--- config.mk ---
export PLATFORM = sky130hd
export DESIGN_NAME = mdata_gen
export DESIGN_NICKNAME = d
export VERILOG_FILES = /design/src/rtl/mdata_gen.sv
export SDC_FILE = /design/constraint.sdc
export NUM_CORES = 1
export LEC_CHECK = 0
export BUFFER_PORTS_ARGS = -buffer_cell sky130_fd_sc_hd__buf_2
export CORE_ASPECT_RATIO = 2
export CORE_MARGIN = 2
export CORE_UTILIZATION = 54
export CTS_BUF_LIST = sky130_fd_sc_hd__clkbuf_8 sky130_fd_sc_hd__clkbuf_16
export DETAILED_ROUTE_END_ITERATION = 6
export GPL_TIMING_DRIVEN = 0
export PLACE_DENSITY = 0.83
export REMOVE_ABC_BUFFERS = 1
export SYNTH_ARGS = -nofsm -noshare
export SYNTH_HDL_FRONTEND = slang
export SYNTH_SLANG_ARGS = --single-unit
--- constraint.sdc ---
create_clock -name clk -period 5.8 [get_ports clk]
set_input_delay 0.29 -clock clk [delete_from_list [all_inputs] [get_ports clk]]
set_output_delay 0.29 -clock clk [all_outputs]
set_load 0.1 [all_outputs]
--- src/rtl/mdata_gen.sv ---
// Multi-channel burst pattern generator with per-channel valid/ready handshake.
// Define MDATA_GEN_LFSR_EN to build the Galois LFSR pattern for mode 1; otherwise mode 1 is a counter.
//
// state   | meaning
// --------+-----------------------------------------------------------------
// S_IDLE  | waiting for start; outputs idle, start latches configuration
// S_RUN   | offering words on every channel until burst_len or stop
// S_DRAIN | stop seen; only words already offered may still transfer
// S_DONE  | one-cycle completion pulse, then back to S_IDLE
module mdata_gen #(
  parameter int                WIDTH     = 8,
  parameter int                CHANNELS  = 2,
  parameter logic [WIDTH-1:0]  LFSR_TAPS = WIDTH'('hB8)
) (
  input  logic                        clk,
  input  logic                        rst,
  input  logic                        start,
  input  logic                        stop,
  input  logic [1:0]                  mode,
  input  logic [WIDTH-1:0]            seed,
  input  logic [15:0]                 burst_len,
  output logic [CHANNELS*WIDTH-1:0]   dout,
  output logic [CHANNELS-1:0]         dvalid,
  input  logic [CHANNELS-1:0]         dready,
  output logic                        busy,
  output logic                        done
);

  typedef enum logic [1:0] {
    S_IDLE  = 2'd0,
    S_RUN   = 2'd1,
    S_DRAIN = 2'd2,
    S_DONE  = 2'd3
  } state_t;

  localparam logic [1:0] M_COUNT = 2'd0;
`ifdef MDATA_GEN_LFSR_EN
  localparam logic [1:0] M_LFSR  = 2'd1;
`endif
  localparam logic [1:0] M_CONST = 2'd2;
  localparam logic [1:0] M_WALK  = 2'd3;

  state_t                          state;
  logic [1:0]                      mode_q;
  logic [15:0]                     len_q;
  logic [CHANNELS-1:0][WIDTH-1:0]  val;
  logic [CHANNELS-1:0][15:0]       cnt;

  logic [CHANNELS-1:0]             xfer;
  logic [CHANNELS-1:0]             fin;
  logic [CHANNELS-1:0]             dvalid_run_nxt;
  logic [CHANNELS-1:0]             dvalid_drain_nxt;
  logic [CHANNELS-1:0][15:0]       cnt_inc;

  function automatic logic [WIDTH-1:0] init_val(input logic [1:0] m,
                                                input logic [WIDTH-1:0] s,
                                                input int n);
    logic [WIDTH-1:0] v;
    v = s + WIDTH'(n);
    case (m)
`ifdef MDATA_GEN_LFSR_EN
      M_LFSR: begin
        v = s ^ WIDTH'(n);
        if (v == '0) v = WIDTH'(1);
      end
`endif
      M_CONST: v = s;
      M_WALK:  v = WIDTH'(1) << (n % WIDTH);
      default: v = s + WIDTH'(n);
    endcase
    return v;
  endfunction

  function automatic logic [WIDTH-1:0] next_val(input logic [1:0] m,
                                                input logic [WIDTH-1:0] v);
    logic [WIDTH-1:0] r;
    r = v + WIDTH'(1);
    case (m)
`ifdef MDATA_GEN_LFSR_EN
      M_LFSR:  r = (v >> 1) ^ (v[0] ? LFSR_TAPS : '0);
`endif
      M_CONST: r = v;
      M_WALK:  r = {v[WIDTH-2:0], v[WIDTH-1]};
      default: r = v + WIDTH'(1);
    endcase
    return r;
  endfunction

  // fin marks the transfer that delivers a channel's last word of a bounded burst
  always_comb begin
    xfer             = dvalid & dready;
    fin              = '0;
    cnt_inc          = cnt;
    for (int n = 0; n < CHANNELS; n++) begin
      if (cnt[n] != 16'hFFFF) cnt_inc[n] = cnt[n] + 16'd1;
      fin[n] = xfer[n] && (len_q != 16'd0) && (cnt[n] + 16'd1 == len_q);
    end
    dvalid_run_nxt   = dvalid & ~fin;
    dvalid_drain_nxt = dvalid & ~xfer;
  end

  assign busy = (state != S_IDLE);
  assign dout = val;

  always_ff @(posedge clk) begin
    if (rst) begin
      state  <= S_IDLE;
      mode_q <= M_COUNT;
      len_q  <= '0;
      val    <= '0;
      cnt    <= '0;
      dvalid <= '0;
      done   <= 1'b0;
    end else begin
      done <= 1'b0;
      for (int n = 0; n < CHANNELS; n++) begin
        if (xfer[n]) begin
          val[n] <= next_val(mode_q, val[n]);
          cnt[n] <= cnt_inc[n];
        end
      end

      case (state)
        S_IDLE: begin
          if (start) begin
            mode_q <= mode;
            len_q  <= burst_len;
            for (int n = 0; n < CHANNELS; n++) begin
              val[n] <= init_val(mode, seed, n);
              cnt[n] <= '0;
            end
            dvalid <= '1;
            state  <= S_RUN;
          end
        end

        S_RUN: begin
          // a stop landing on the last outstanding transfer skips DRAIN
          if (stop) begin
            dvalid <= dvalid_drain_nxt;
            if (dvalid_drain_nxt == '0) begin
              state <= S_DONE;
              done  <= 1'b1;
            end else begin
              state <= S_DRAIN;
            end
          end else begin
            dvalid <= dvalid_run_nxt;
            if (dvalid_run_nxt == '0) begin
              state <= S_DONE;
              done  <= 1'b1;
            end
          end
        end

        S_DRAIN: begin
          dvalid <= dvalid_drain_nxt;
          if (dvalid_drain_nxt == '0) begin
            state <= S_DONE;
            done  <= 1'b1;
          end
        end

        S_DONE: begin
          state <= S_IDLE;
        end

        default: begin
          state  <= S_IDLE;
          dvalid <= '0;
        end
      endcase
    end
  end

endmodule

# --- Word-level counts from Yosys, hierarchy flattened ---
# Index checks and enable logic that the tools add are counted.
classes:
  add_sub_neg: 5
  n_eq_ne: 14
  n_mux: 27
  bitwise_logic: 5
  reduce_logical: 13
ops:
  columns: ["operator", "n"]
  rows:
  - ["$mux W16", 6]
  - ["$mux W32", 2]
  - ["$pmux W8 S2", 3]
  - ["$add A16 B1 Y16 const B", 2]
  - ["$eq A16 B16 Y1", 2]
  - ["$ne A16 B16 Y1 const B", 2]
  - ["$add A8 B1 Y8 const B", 3]
  - ["$mux W8", 3]
  - ["$reduce_bool A16 Y1", 1]
  - ["$eq A2 B2 Y1 const B", 6]
  - ["$mux W2", 6]
  - ["$pmux W2 S4", 1]
  - ["$and A2 B2 Y2", 3]
  - ["$logic_not A2 Y1", 3]
  - ["$pmux W2 S3", 1]
  - ["$logic_and A1 B1 Y1", 4]
  - ["$mux W1", 4]
  - ["$ne A2 B2 Y1 const B", 2]
  - ["$not A2 Y2", 2]
  - ["$reduce_and A2 Y1", 2]
  - ["$ne A3 B3 Y1 const B", 1]
  - ["$reduce_and A3 Y1", 1]
  - ["$reduce_bool A3 Y1", 1]
  - ["$eq A2 B1 Y1 const B", 1]
  - ["other kinds (2)", 2]
word_totals:
  regBits: 71
  input_bits: 32
  output_inout_bits: 20
  wordCells: 73

# --- Logic depth before layout (Yosys ltp) ---
# Gate-level depths: netlist (run 1).
depth:
  depth_word: 9
  depth_mapped: 10
  depth_no_buf: 9

# --- Least setup slack after synthesis (run 1) ---
# Ideal clock, no wire load.
synth_timing:
  kind: "reg-to-reg"
  startpoint: "reg val (netlist bit dout[11])"
  endpoint: "reg val (netlist bit dout[15])"
  setup_time_ns: 0.131
  t_arrival_ns: 2.442
  required_time_ns: 5.669
  setup_slack_ns: 3.227
  stages_incl_launch_ff: 7
  path_buffers: 1
  period_less_slack_ns: 2.573
  cell_sequence: "dfxtp_1 -> clkbuf_1 -> nand3_1 -> or4_1 -> a22o_1 -> a221oi_1 -> nor3_1"
synth_via:
  elab_chain_len: 5
synth_rtl:
  columns: ["element", "line_no", "rtl"]
  rows:
  - ["from (decl)", "46", "logic [CHANNELS-1:0][WIDTH-1:0] val;"]
  - ["from (signal, indexed assignment)", "118", "val[n] <= next_val(mode_q, val[n]);"]
  - ["from (signal, indexed assignment)", "129", "val[n] <= init_val(mode, seed, n);"]
  - ["$add A8 B1 Y8 (*)", "84", "default: r = v + WIDTH'(1);"]
  - ["$pmux W8 S2 (*)", "78", "case (m)"]
  - ["$mux W8 (*)", "117", "if (xfer[n]) begin"]
  - ["$mux W16", "125", "if (start) begin"]
  - ["$mux W16 (*)", "123", "case (state)"]
# Every way passes the cells marked *; elsewhere a longest branch is shown, timed or not.
# A chain may end at the register's enable or synchronous reset.

# --- Final worst setup path (run 1) ---
layout_timing:
  startpoint: "reg state[1]"
  endpoint: "reg cnt[28] (netlist bit)"
layout_via:
  elab_chain_len: 2
layout_rtl:
  columns: ["element", "line_no", "rtl"]
  rows:
  - ["from (decl)", "43", "state_t state;"]
  - ["from (signal assigned)", "107", "state <= S_IDLE;"]
  - ["from (signal assigned)", "133", "state <= S_RUN;"]
  - ["from (signal assigned)", "142", "state <= S_DONE;"]
  - ["$logic_not A2 Y1", "123", null]
  - ["$mux W32", "123", null]
  - ["to (signal, indexed assignment)", "119", "cnt[n] <= cnt_inc[n];"]
  - ["to (decl)", "47", "logic [CHANNELS-1:0][15:0] cnt;"]
# No other way between the ends.

==> summary.md, run 1 <==
| Metric | Value |
|---|---|
| Outcome | `completed` |
| # diodes | `0` |
| Row count | `48` |
| FF+latch count, synth | `71` |
| Reg2Reg Depth | `5` |
| Vias per Instance | `approximately 6.4` |
| Worst-path fanout max | `33` |
| Largest family of logic cells by synthesized area | `simple AND/OR/NAND/NOR gates` |
| Total negative slack | `0 ps` |
| Post-synthesis simple-gate area fraction | `between 20% and 30%` |
| H-tree levels | `3` |
| Worst-Margin Slew | `~1300 ps` |
| Syn Inst Count | `633` |
| Register area share after synthesis | `30.3%` |
| FMAX | `~310 MHz` |
| Type of origin of the critical path | `flip-flop` |
| Unrepaired setup endpoints after global routing | `false` |
| Buf/Inv on CP | `1` |
| Compound-Gate Fraction of Synth Area | `a little over a fifth` |
| # clock sinks | `between 70 and 80` |
| Crit path time final | `between 3000 and 4000 ps` |
| P_leak | `approximately 1.9 nW` |
| Post-synth ARST share | `0%` |
| Final #Nets | `693` |
| Worst path cell trace | `inv_1 > ha_1 > nand2_1 > nand2b_1 > a311oi_1` |
| Clk pin slew, worst setup/hold paths | `60 ps` |
| Gr ovfl total | `0` |
| EDFF count, synth | `0` |
| Area after DPL | `between 4000 and 5000 sq um` |
| Critical path's top delay family | `simple AND/OR/NAND/NOR gates` |
| Initial antenna violation count | `0` |
| CP Capture Type | `flip-flop` |
| CTS tree | `yes` |
| Max Cap Violations | `0` |
| I/O Pins | `52` |
| DRC | `0` |
| Fin crit share | `a little over half` |
| Final slew viol count | `0` |
| First-pass GRT wire length | `about 21,000 um` |
| Final Hold Violating Endpoints | `0` |
| Worst path slowest cell | `nand2b_1` |
| IR drop worst, VDD | `~0.27 mV` |
| I/O Buffers | `between 50 and 60` |
| Internal power | `1.11 mW` |
| Commonest cells after routing, fill and taps aside | `nand2_1, dfxtp_1, nor2_1, a21oi_1, buf_2` |
| DR iter-0 viols | `352` |
| Routed via count | `roughly 4,900` |
| Power per cell area | `between 300 and 400 nW/um^2` |
| Adder-Cell Fraction of Synth Area | `about 2.1%` |
| Core Area | `about 8500 sq um` |
| P_sw | `~0.93 mW` |
| Mux share of post-synthesis cell area | `around 1.9%` |
| Hold path depth | `3` |
| Commonest non-fill, non-tap cell in the layout | `nand2_1` |
| Power share of the clock group | `approximately a quarter` |
| Die outline width | `around 70 um` |
| Synth unique cells | `68` |
| Cts hold-fix bufs | `0` |
| Vias in the first global route | `4,709` |
| Total GRT Usage | `~28%` |
| Setup Viol. Count Final | `0` |
| Xor/xnor share of the synthesized area | `a little under an eighth` |
| Hold Path Class | `in2reg` |
| Largest net degree at the start of global routing | `42` |
| Synth warnings | `0` |
| Postcts setup bufs | `0` |
| Sw Ratio | `between 40% and 50%` |
| DRT Wirelength | `13,000 um` |
| Area Growth Syn to Fin | `10.9%` |
| Gate power share | `roughly two fifths` |
| Root buffer cell | `clkbuf_16` |
| Stages on the worst setup path | `5` |
| Top_reg_cell synth | `dfxtp_1` |
| Worst-case clock buffer depth | `2` |
| Post-DP HPWL | `9350 um` |
| Worst-Skew Late Latency | `about 340 ps` |
| FILL cells | `roughly 770` |
| Post-CTS sizing | `0` |
| DRT antenna net count | `0` |
| First drt pass iteration count | `5` |
| Clk_skew | `between 3 and 4 ps` |
| Share of layout cells above drive strength 1 | `between 10% and 20%` |
| Die ar. | `around 9500 sq um` |
| Synthesized area per cell | `approximately 7.4 sq um` |
| DIE HEIGHT | `between 100 and 150 um` |
| Worst Path Required | `about 6000 ps` |
| WL per Instance | `around 17 um` |
| Reg power frac | `about a third` |
| Total power | `between 2 and 2.5 mW` |
| Synth Cell Area | `roughly 4700 sq um` |
| Gpl congestion | `~0.95` |
| Initial Util | `55.1%` |
| Final instance area | `5210 sq um` |
| CP arrival | `approximately 3400 ps` |
| WS Path Type | `reg2reg` |
| Slew headroom | `between 15 and 20%` |
| Crit-path max cell delay | `between 900 and 1000 ps` |
| CTS Buf Count | `9` |
## power by group through the flow
stage	Combinational, mW	Sequential, mW	Clock [mW]
5_1_grt	0.904	0.684	0.564
3_5_place_dp	0.827	0.680	0
2_1_floorplan	0.427	0.876	0
4_1_cts	0.829	0.670	0.548
3_3_place_gp	0.801	0.674	0
6_report	0.835	0.674	0.540
## flip-flops by register name, indices dropped and copies added (netlist names)
name,count
len_q,16
mode_q,2
cnt,32
done,1
state,2
dvalid,2
dout,16
## through the flow
| step | setup slack [ps] | util [%] | std cells | hold slack [ps] |
|---|---|---|---|---|
| after floorplan | 2860 | - | 591 | 359 |
| after global placement | 2760 | 57.5 | 742 | 495 |
| after detailed placement | 2610 | 57.5 | 742 | 502 |
| after CTS | 2580 | 61.0 | 758 | 181 |
| after global routing | 2300 | 61.1 | 758 | 210 |
| final | 2620 | 61.1 | 758 | 194 |
## synth_stat cells (6+ instances only)
| master | count | area share [%] |
|---|---|---|
| nand4_1 | 15 | 2.0 |
| nand2b_1 | 6 | 0.80 |
| a211oi_1 | 7 | 1.1 |
| or3_1 | 7 | 0.93 |
| dfxtp_1 | 71 | 30 |
| nand3_1 | 29 | 3.1 |
| a311oi_1 | 7 | 1.3 |
| nor2b_1 | 6 | 0.80 |
| mux2i_1 | 8 | 1.7 |
| a21oi_1 | 58 | 6.2 |
| buf_2 | 8 | 0.85 |
| ha_1 | 8 | 2.1 |
| xnor2_1 | 37 | 6.9 |
| nor2_1 | 60 | 4.8 |
| o21ai_0 | 41 | 4.4 |
| inv_1 | 15 | 1.2 |
| nor3_1 | 13 | 1.4 |
| clkbuf_1 | 29 | 2.3 |
| and3_1 | 13 | 1.7 |
| o211ai_1 | 7 | 1.1 |
| nand2_1 | 82 | 6.6 |
| xor2_1 | 27 | 5.0 |
## per-layer routing
metal / global-route usage [%] / part of all wire, % / up-vias
met2: 49.8 / 52 / 231
met1: 28.6 / 36 / 2260
met3: 4.89 / 5.2 / 63
met5: 0 / 0 / -
li1: - / - / 2308
met4: 19.8 / 6.5 / 0
## cell families (layout without fill, tap and decap cells)
group                      count (synthesis)  after routing
and+or+nand+nor                          262            262
AOI/OAI and AO/OA                        162            162
buffers and inverters                     57             82
adders and majority gates                  8              8
xor gates and xnor gates                  64             64
muxes                                      9              9
DFF                                       71             71
## worst min-delay path, cell delays in order
cell	delay, ps
buf_2	90
nand2_1	50
a21oi_1	50
## layout make-up
| type | instances | area [sq um] | area share [%] |
|---|---|---|---|
| timing repair buffer | 51 | 255 | 4.90 |
| inverter | 15 | 56.3 | 1.08 |
| tap | 100 | 125 | 2.40 |
| sequential | 71 | 1420 | 27.3 |
| clock inverter | 3 | 15.0 | 0.288 |
| clock buffer | 13 | 280 | 5.38 |
| multi-input combinational | 505 | 3050 | 58.6 |
## worst paths after layout
kind,startpoint,endpoint,slack (ps)
min,burst_len[4],len_q[4]$_SDFFE_PP0P_,190
max,state[1]$_SDFFE_PP0P_,cnt[28]$_SDFF_PP0_,2620
min reg2reg,len_q[9]$_SDFFE_PP0P_,len_q[9]$_SDFFE_PP0P_,510
max reg2reg,state[1]$_SDFFE_PP0P_,cnt[28]$_SDFF_PP0_,2620
Note: power is estimated with default switching activity, not from simulation.
==> run 2: changes to the inputs <==
==> constraint.sdc (replaced) <==
create_clock -name clk -period 3.2 [get_ports clk]
set_input_delay 0.16 -clock clk [delete_from_list [all_inputs] [get_ports clk]]
set_output_delay 0.16 -clock clk [all_outputs]
set_load 0.1 [all_outputs]
==> summary.md, run 2 (synthesis results as in run 1) <==
| Metric | Value |
|---|---|
| Area Growth Syn to Fin | `11.1% (was 10.9%)` |
| Crit-path max cell delay | `480 ps (was 970 ps)` |
| Worst-path fanout max | `7 (was 33)` |
| WS Path Type | `reg2reg (unchanged)` |
| DIE HEIGHT | `136 um (unchanged)` |
| Die ar. | `9510 sq um (unchanged)` |
| Largest net degree at the start of global routing | `42 (unchanged)` |
| Vias in the first global route | `4,709 (unchanged)` |
| Unrepaired setup endpoints after global routing | `false (unchanged)` |
| CTS Buf Count | `9 (unchanged)` |
| FMAX | `357 MHz (was 314 MHz)` |
| FILL cells | `766 (unchanged)` |
| DRC | `0 (unchanged)` |
| Clk pin slew, worst setup/hold paths | `60 ps (about the same)` |
| Setup Viol. Count Final | `0 (unchanged)` |
| Gpl congestion | `0.949 (unchanged)` |
| CP arrival | `3030 ps (was 3400 ps)` |
| Commonest cells after routing, fill and taps aside | `nand2_1, dfxtp_1, nor2_1, a21oi_1, buf_2 (unchanged)` |
| DRT antenna net count | `0 (unchanged)` |
| Post-DP HPWL | `9350 um (unchanged)` |
| CP Capture Type | `flip-flop (unchanged)` |
| Vias per Instance | `6.40 (was 6.41)` |
| Area of the multi-input gates | `3060 sq um (was 3050 sq um)` |
| Most flops, register | `cnt (unchanged)` |
| Commonest non-fill, non-tap cell in the layout | `nand2_1 (unchanged)` |
| Worst path cell trace | `ha_1 > and3_1 > nand3_1 > o31ai_1 > o2111ai_1 > o311ai_0 > nand3_1 > mux2i_1 (was inv_1 > ha_1 > nand2_1 > nand2b_1 > a311oi_1)` |
| Share of layout cells above drive strength 1 | `12.5% (was 12.2%)` |
| Worst-Skew Late Latency | `340 ps (about the same)` |
| Clk_skew | `4.04 ps (was 3.91 ps)` |
| DR iter-0 viols | `376 (was 352)` |
| Max Cap Violations | `0 (unchanged)` |
| First drt pass iteration count | `5 (unchanged)` |
| Power per cell area | `713 nW/um^2 (was 393 nW/um^2)` |
| Hold_sp | `burst_len[4] (unchanged)` |
| Die outline width | `69.9 um (unchanged)` |
| Crit path time final | `2800 ps (was 3180 ps)` |
| Initial antenna violation count | `0 (unchanged)` |
| Area after DPL | `4900 sq um (unchanged)` |
| Routed via count | `4,849 (was 4,862)` |
| # diodes | `0 (unchanged)` |
| Outcome | `completed (unchanged)` |
| Final #Nets | `693 (unchanged)` |
| Final Hold Violating Endpoints | `0 (unchanged)` |
| Max FFs per register | `32 (unchanged)` |
| Worst-case clock buffer depth | `2 (unchanged)` |
| H-tree levels | `3 (unchanged)` |
| Worst-Margin Slew | `1260 ps (was 1270 ps)` |
| Worst Path Required | `3430 ps (was 6020 ps)` |
| Placed Cells | `742 (unchanged)` |
| Total GRT Usage | `27.8% (unchanged)` |
| Worst path slowest cell | `dfxtp_1 (was nand2b_1)` |
| Total negative slack | `0 ps (unchanged)` |
| Type of origin of the critical path | `flip-flop (unchanged)` |
| IR drop worst, VDD | `0.496 mV (was 0.272 mV)` |
| Crit path from | `cnt[0]$_SDFF_PP0_ (was state[1]$_SDFFE_PP0P_)` |
| Row count | `48 (unchanged)` |
| DRT Wirelength | `13,000 um (about the same)` |
| # clock sinks | `71 (unchanged)` |
| Cts hold-fix bufs | `0 (unchanged)` |
| Core Area | `8530 sq um (unchanged)` |
| I/O Pins | `52 (unchanged)` |
| WL per Instance | `17.1 um (about the same)` |
| P_leak | `1.89 nW (about the same)` |
| Initial Util | `55.1% (unchanged)` |
| Final slew viol count | `0 (unchanged)` |
| Critical R2R Launch | `cnt[0]$_SDFF_PP0_ (was state[1]$_SDFFE_PP0P_)` |
| Root buffer cell | `clkbuf_16 (unchanged)` |
| CTS tree | `yes (unchanged)` |
| Final instance area | `5220 sq um (was 5210 sq um)` |
| Cell repeated most along the worst path | `nand3_1` |
| Gr ovfl total | `0 (unchanged)` |
| Register area | `1420 sq um (unchanged)` |
| Post-Layout Cell Count | `758 (unchanged)` |
| First-pass GRT wire length | `21,300 um (unchanged)` |
| Slew headroom | `16.2% (was 15.1%)` |
| Hold Path Class | `in2reg (unchanged)` |
| I/O Buffers | `51 (unchanged)` |
| Postcts setup bufs | `0 (unchanged)` |
| Fin crit share | `87.4% (was 54.9%)` |
run 2: cell count changes in the layout (fill, tap and decap cells not counted):
cell	previous run	this run
a31oi_1	5	4
a31oi_2	0	1
nand2b_1	6	5
nand2b_2	0	1
run 2: cell type report:
| class | count | area share (%) |
|---|---|---|
| multi-input cells | 505 | 58.7 |
| flip-flops and latches | 71 | 27.2 |
| inverters | 15 | 1.08 |
| well taps | 100 | 2.40 |
| clock inverters | 3 | 0.288 |
| repair buffers | 51 | 4.89 |
| clock buffers | 13 | 5.37 |
run 2: through the flow:
stage | hold WS (ps) | util, % | setup slack, ps | power (mW)
after floorplan | 229 | - | 264 | 2.36
after global placement | 415 | 57.5 | 163 | 2.67
after detailed placement | 408 | 57.5 | 5.16 | 2.73
after CTS | 51.2 | 61.0 | 178 | 3.71
after global routing | 80.3 | 61.2 | 148 | 3.90
final | 63.1 | 61.2 | 402 | 3.72
run 2: power by group:
group	internal, mW	switching [mW]	total (mW)
sequential	1.00	0.221	1.22
clock	0.605	0.375	0.980
combinational	0.414	1.10	1.52
run 2: worst paths after layout:
kind         slack, ps  depth (start not counted)               endpoint
max                400                          8  state[1]$_SDFFE_PP0P_
min                 60                          3  len_q[4]$_SDFFE_PP0P_
max reg2reg        400                          8  state[1]$_SDFFE_PP0P_
min reg2reg        510                          2  len_q[9]$_SDFFE_PP0P_
run 2: critical path: cells and delay by family, from the launching register on:
kind                     cells  cell delay (ps)
AND/OR/NAND/NOR              3              740
flip-flops                   1              480
multiplexers                 1              150
adder cells (fa/ha/maj)      1              300
AO/OA/AOI/OAI                3             1020
run 2: repair_timing:
action | 4_1_cts | 5_1_grt
pin swaps | 0 | 0
cloned | 0 | 0
setup endpoints to repair | 1 | 1
gates resized for setup | 1 | 1
run 2: per-layer routing:
| layer | track usage (%) | wire length, um | vias up |
|---|---|---|---|
| li1 | - | - | 2304 |
| met1 | 28.6 | 4670 | 2254 |
| met2 | 49.8 | 6730 | 232 |
| met3 | 4.89 | 714 | 59 |
| met4 | 19.8 | 834 | 0 |
| met5 | 0 | 0 | - |
==> run 3: changes to the inputs <==
--- a/config.mk
+++ b/config.mk
@@ -9,9 +9,10 @@
 export CORE_ASPECT_RATIO = 2
 export CORE_MARGIN = 2
 export CORE_UTILIZATION = 54
-export CTS_BUF_LIST = sky130_fd_sc_hd__clkbuf_8 sky130_fd_sc_hd__clkbuf_16
+export CTS_BUF_LIST = sky130_fd_sc_hd__clkbuf_16
 export DETAILED_ROUTE_END_ITERATION = 6
 export GPL_TIMING_DRIVEN = 0
+export MAX_ROUTING_LAYER = met4
 export PLACE_DENSITY = 0.83
 export REMOVE_ABC_BUFFERS = 1
 export SYNTH_ARGS = -nofsm -noshare
==> summary.md, run 3 (synthesis results as in run 1) <==
| Metric | Value |
|---|---|
| CP arrival | `3030 ps (about the same)` |
| Total negative slack | `0 ps (unchanged)` |
| I/O Pins | `52 (unchanged)` |
| Cts hold-fix bufs | `0 (unchanged)` |
| Worst-path fanout max | `33 (was 7)` |
| DRC | `0 (unchanged)` |
| Total GRT Usage | `28.9% (was 27.8%)` |
| DIE HEIGHT | `136 um (unchanged)` |
| Hold WS | `68.7 ps (was 63.1 ps)` |
| Share of layout cells above drive strength 1 | `11.4% (was 12.5%)` |
| Most flops, register | `cnt (unchanged)` |
| # clock sinks | `71 (unchanged)` |
| Largest net degree at the start of global routing | `42 (unchanged)` |
| First drt pass iteration count | `5 (unchanged)` |
| CTS Buf Count | `9 (unchanged)` |
| Row count | `48 (unchanged)` |
| Final slew viol count | `0 (unchanged)` |
| Met1 global-route usage | `28.3% (was 28.6%)` |
| Max FFs per register | `32 (unchanged)` |
| Fin crit share | `87.7% (was 87.4%)` |
| Root buffer cell | `clkbuf_16 (unchanged)` |
| Core Area | `8530 sq um (unchanged)` |
| Worst Path Required | `3420 ps (was 3430 ps)` |
| Clk pin slew, worst setup/hold paths | `50 ps (was 60 ps)` |
| Met3 Use GR | `4.37% (was 4.89%)` |
| FMAX | `356 MHz (was 357 MHz)` |
| Commonest cells after routing, fill and taps aside | `nand2_1, dfxtp_1, nor2_1, a21oi_1, buf_2 (unchanged)` |
| WL per Instance | `17.3 um (was 17.1 um)` |
| DRT Wirelength | `13,100 um (was 13,000 um)` |
| CP Capture Type | `flip-flop (unchanged)` |
| Commonest non-fill, non-tap cell in the layout | `nand2_1 (unchanged)` |
| H-tree levels | `3 (unchanged)` |
| WS Path Type | `reg2reg (unchanged)` |
| Max Cap Violations | `0 (unchanged)` |
| Total power | `3.58 mW (was 3.72 mW)` |
| Area Growth Syn to Fin | `9.96% (was 11.1%)` |
| Final Hold Violating Endpoints | `0 (unchanged)` |
| Met2 Use GR | `52.0% (was 49.8%)` |
| First-pass GRT wire length | `21,600 um (was 21,300 um)` |
| Worst-case clock buffer depth | `2 (unchanged)` |
| Post-DP HPWL | `9300 um (was 9350 um)` |
| Worst-Skew Late Latency | `330 ps (was 340 ps)` |
| Gr ovfl total | `0 (unchanged)` |
| # diodes | `0 (unchanged)` |
| P_leak | `1.87 nW (was 1.89 nW)` |
| Outcome | `completed (unchanged)` |
| Setup Viol. Count Final | `0 (unchanged)` |
| Routed via count | `4,861 (was 4,849)` |
| Power per cell area | `694 nW/um^2 (was 713 nW/um^2)` |
| CTS tree | `yes (unchanged)` |
| IR drop worst, VDD | `0.463 mV (was 0.496 mV)` |
| Initial Util | `55.1% (unchanged)` |
| I/O Buffers | `51 (unchanged)` |
| Crit path time final | `2810 ps (was 2800 ps)` |
| Layout Utilization | `60.6% (was 61.2%)` |
| Gpl congestion | `0.942 (was 0.949)` |
| Global routing's busiest layer | `met2 (unchanged)` |
| Vias per Instance | `6.43 (was 6.40)` |
| DR iter-0 viols | `384 (was 376)` |
| Unrepaired setup endpoints after global routing | `false (unchanged)` |
| Clk_skew | `6.04 ps (was 4.04 ps)` |
| Type of origin of the critical path | `flip-flop (unchanged)` |
| Die outline width | `69.9 um (unchanged)` |
| DRT antenna net count | `0 (unchanged)` |
| Die ar. | `9510 sq um (unchanged)` |
| Vias in the first global route | `4,737 (was 4,709)` |
| Final #Nets | `693 (unchanged)` |
| Slew headroom | `14.4% (was 16.2%)` |
| Initial antenna violation count | `0 (unchanged)` |
| Hold Path Class | `in2reg (unchanged)` |
| Worst-Margin Slew | `1280 ps (was 1260 ps)` |
[run 3: changes by cell type in the layout (fill, tap and decap cells not counted), sizes merged]
cell	previous run	this run
inv	15	16
clkinv	3	4
clkbuf	13	9
[run 3: worst paths after layout]
kind	startpoint	end	slack, ps	cells past startpoint
worst max-delay path	state[1]$_SDFFE_PP0P_	cnt[15]$_SDFF_PP0_	390	5
worst max register to register	state[1]$_SDFFE_PP0P_	cnt[15]$_SDFF_PP0_	390	5
worst min-delay path	burst_len[5]	len_q[5]$_SDFFE_PP0P_	70	3
worst min register to register	len_q[9]$_SDFFE_PP0P_	len_q[9]$_SDFFE_PP0P_	510	2
[run 3: report_power, final]
part | internal, mW | switching (mW)
clock | 0.501 | 0.343
sequential | 1.00 | 0.221
combinational | 0.415 | 1.10
total | 1.92 | 1.66
[run 3: stage by stage]
step,cell area (sq um),instances,setup slack [ps]
floorplan,4520,591,264
global placement,4900,742,163
detailed placement,4900,742,-22.0
CTS,5150,756,4.24
global route,5160,756,108
finish,5160,756,393
[run 3: layout make-up]
type	instances	area, sq um
clock buffer	9	225
clock inverter	5	18.8
fill	770	3360
inverter	15	56.3
multi-input combinational	505	3060
sequential	71	1420
tap	100	125
timing repair buffer	51	255
[run 3: critical path, stage by stage (launching register included)]
cell and delay, ps:
dfxtp_1 370, inv_1 80, ha_1 250, nand2_1 900
nand2b_2 670, a311oi_1 400
[run 3: timing repair]
item / in CTS / in global routing
buffers inserted: 0 / 0
setup endpoints to repair: 0 / 29
resized for setup: 0 / 2
[run 3: layer usage]
metal | vias up | wire, um
met1 | 2256 | 4760
met5 | - | 0
met2 | 242 | 6810
li1 | 2301 | -
met3 | 62 | 766
met4 | 0 | 724
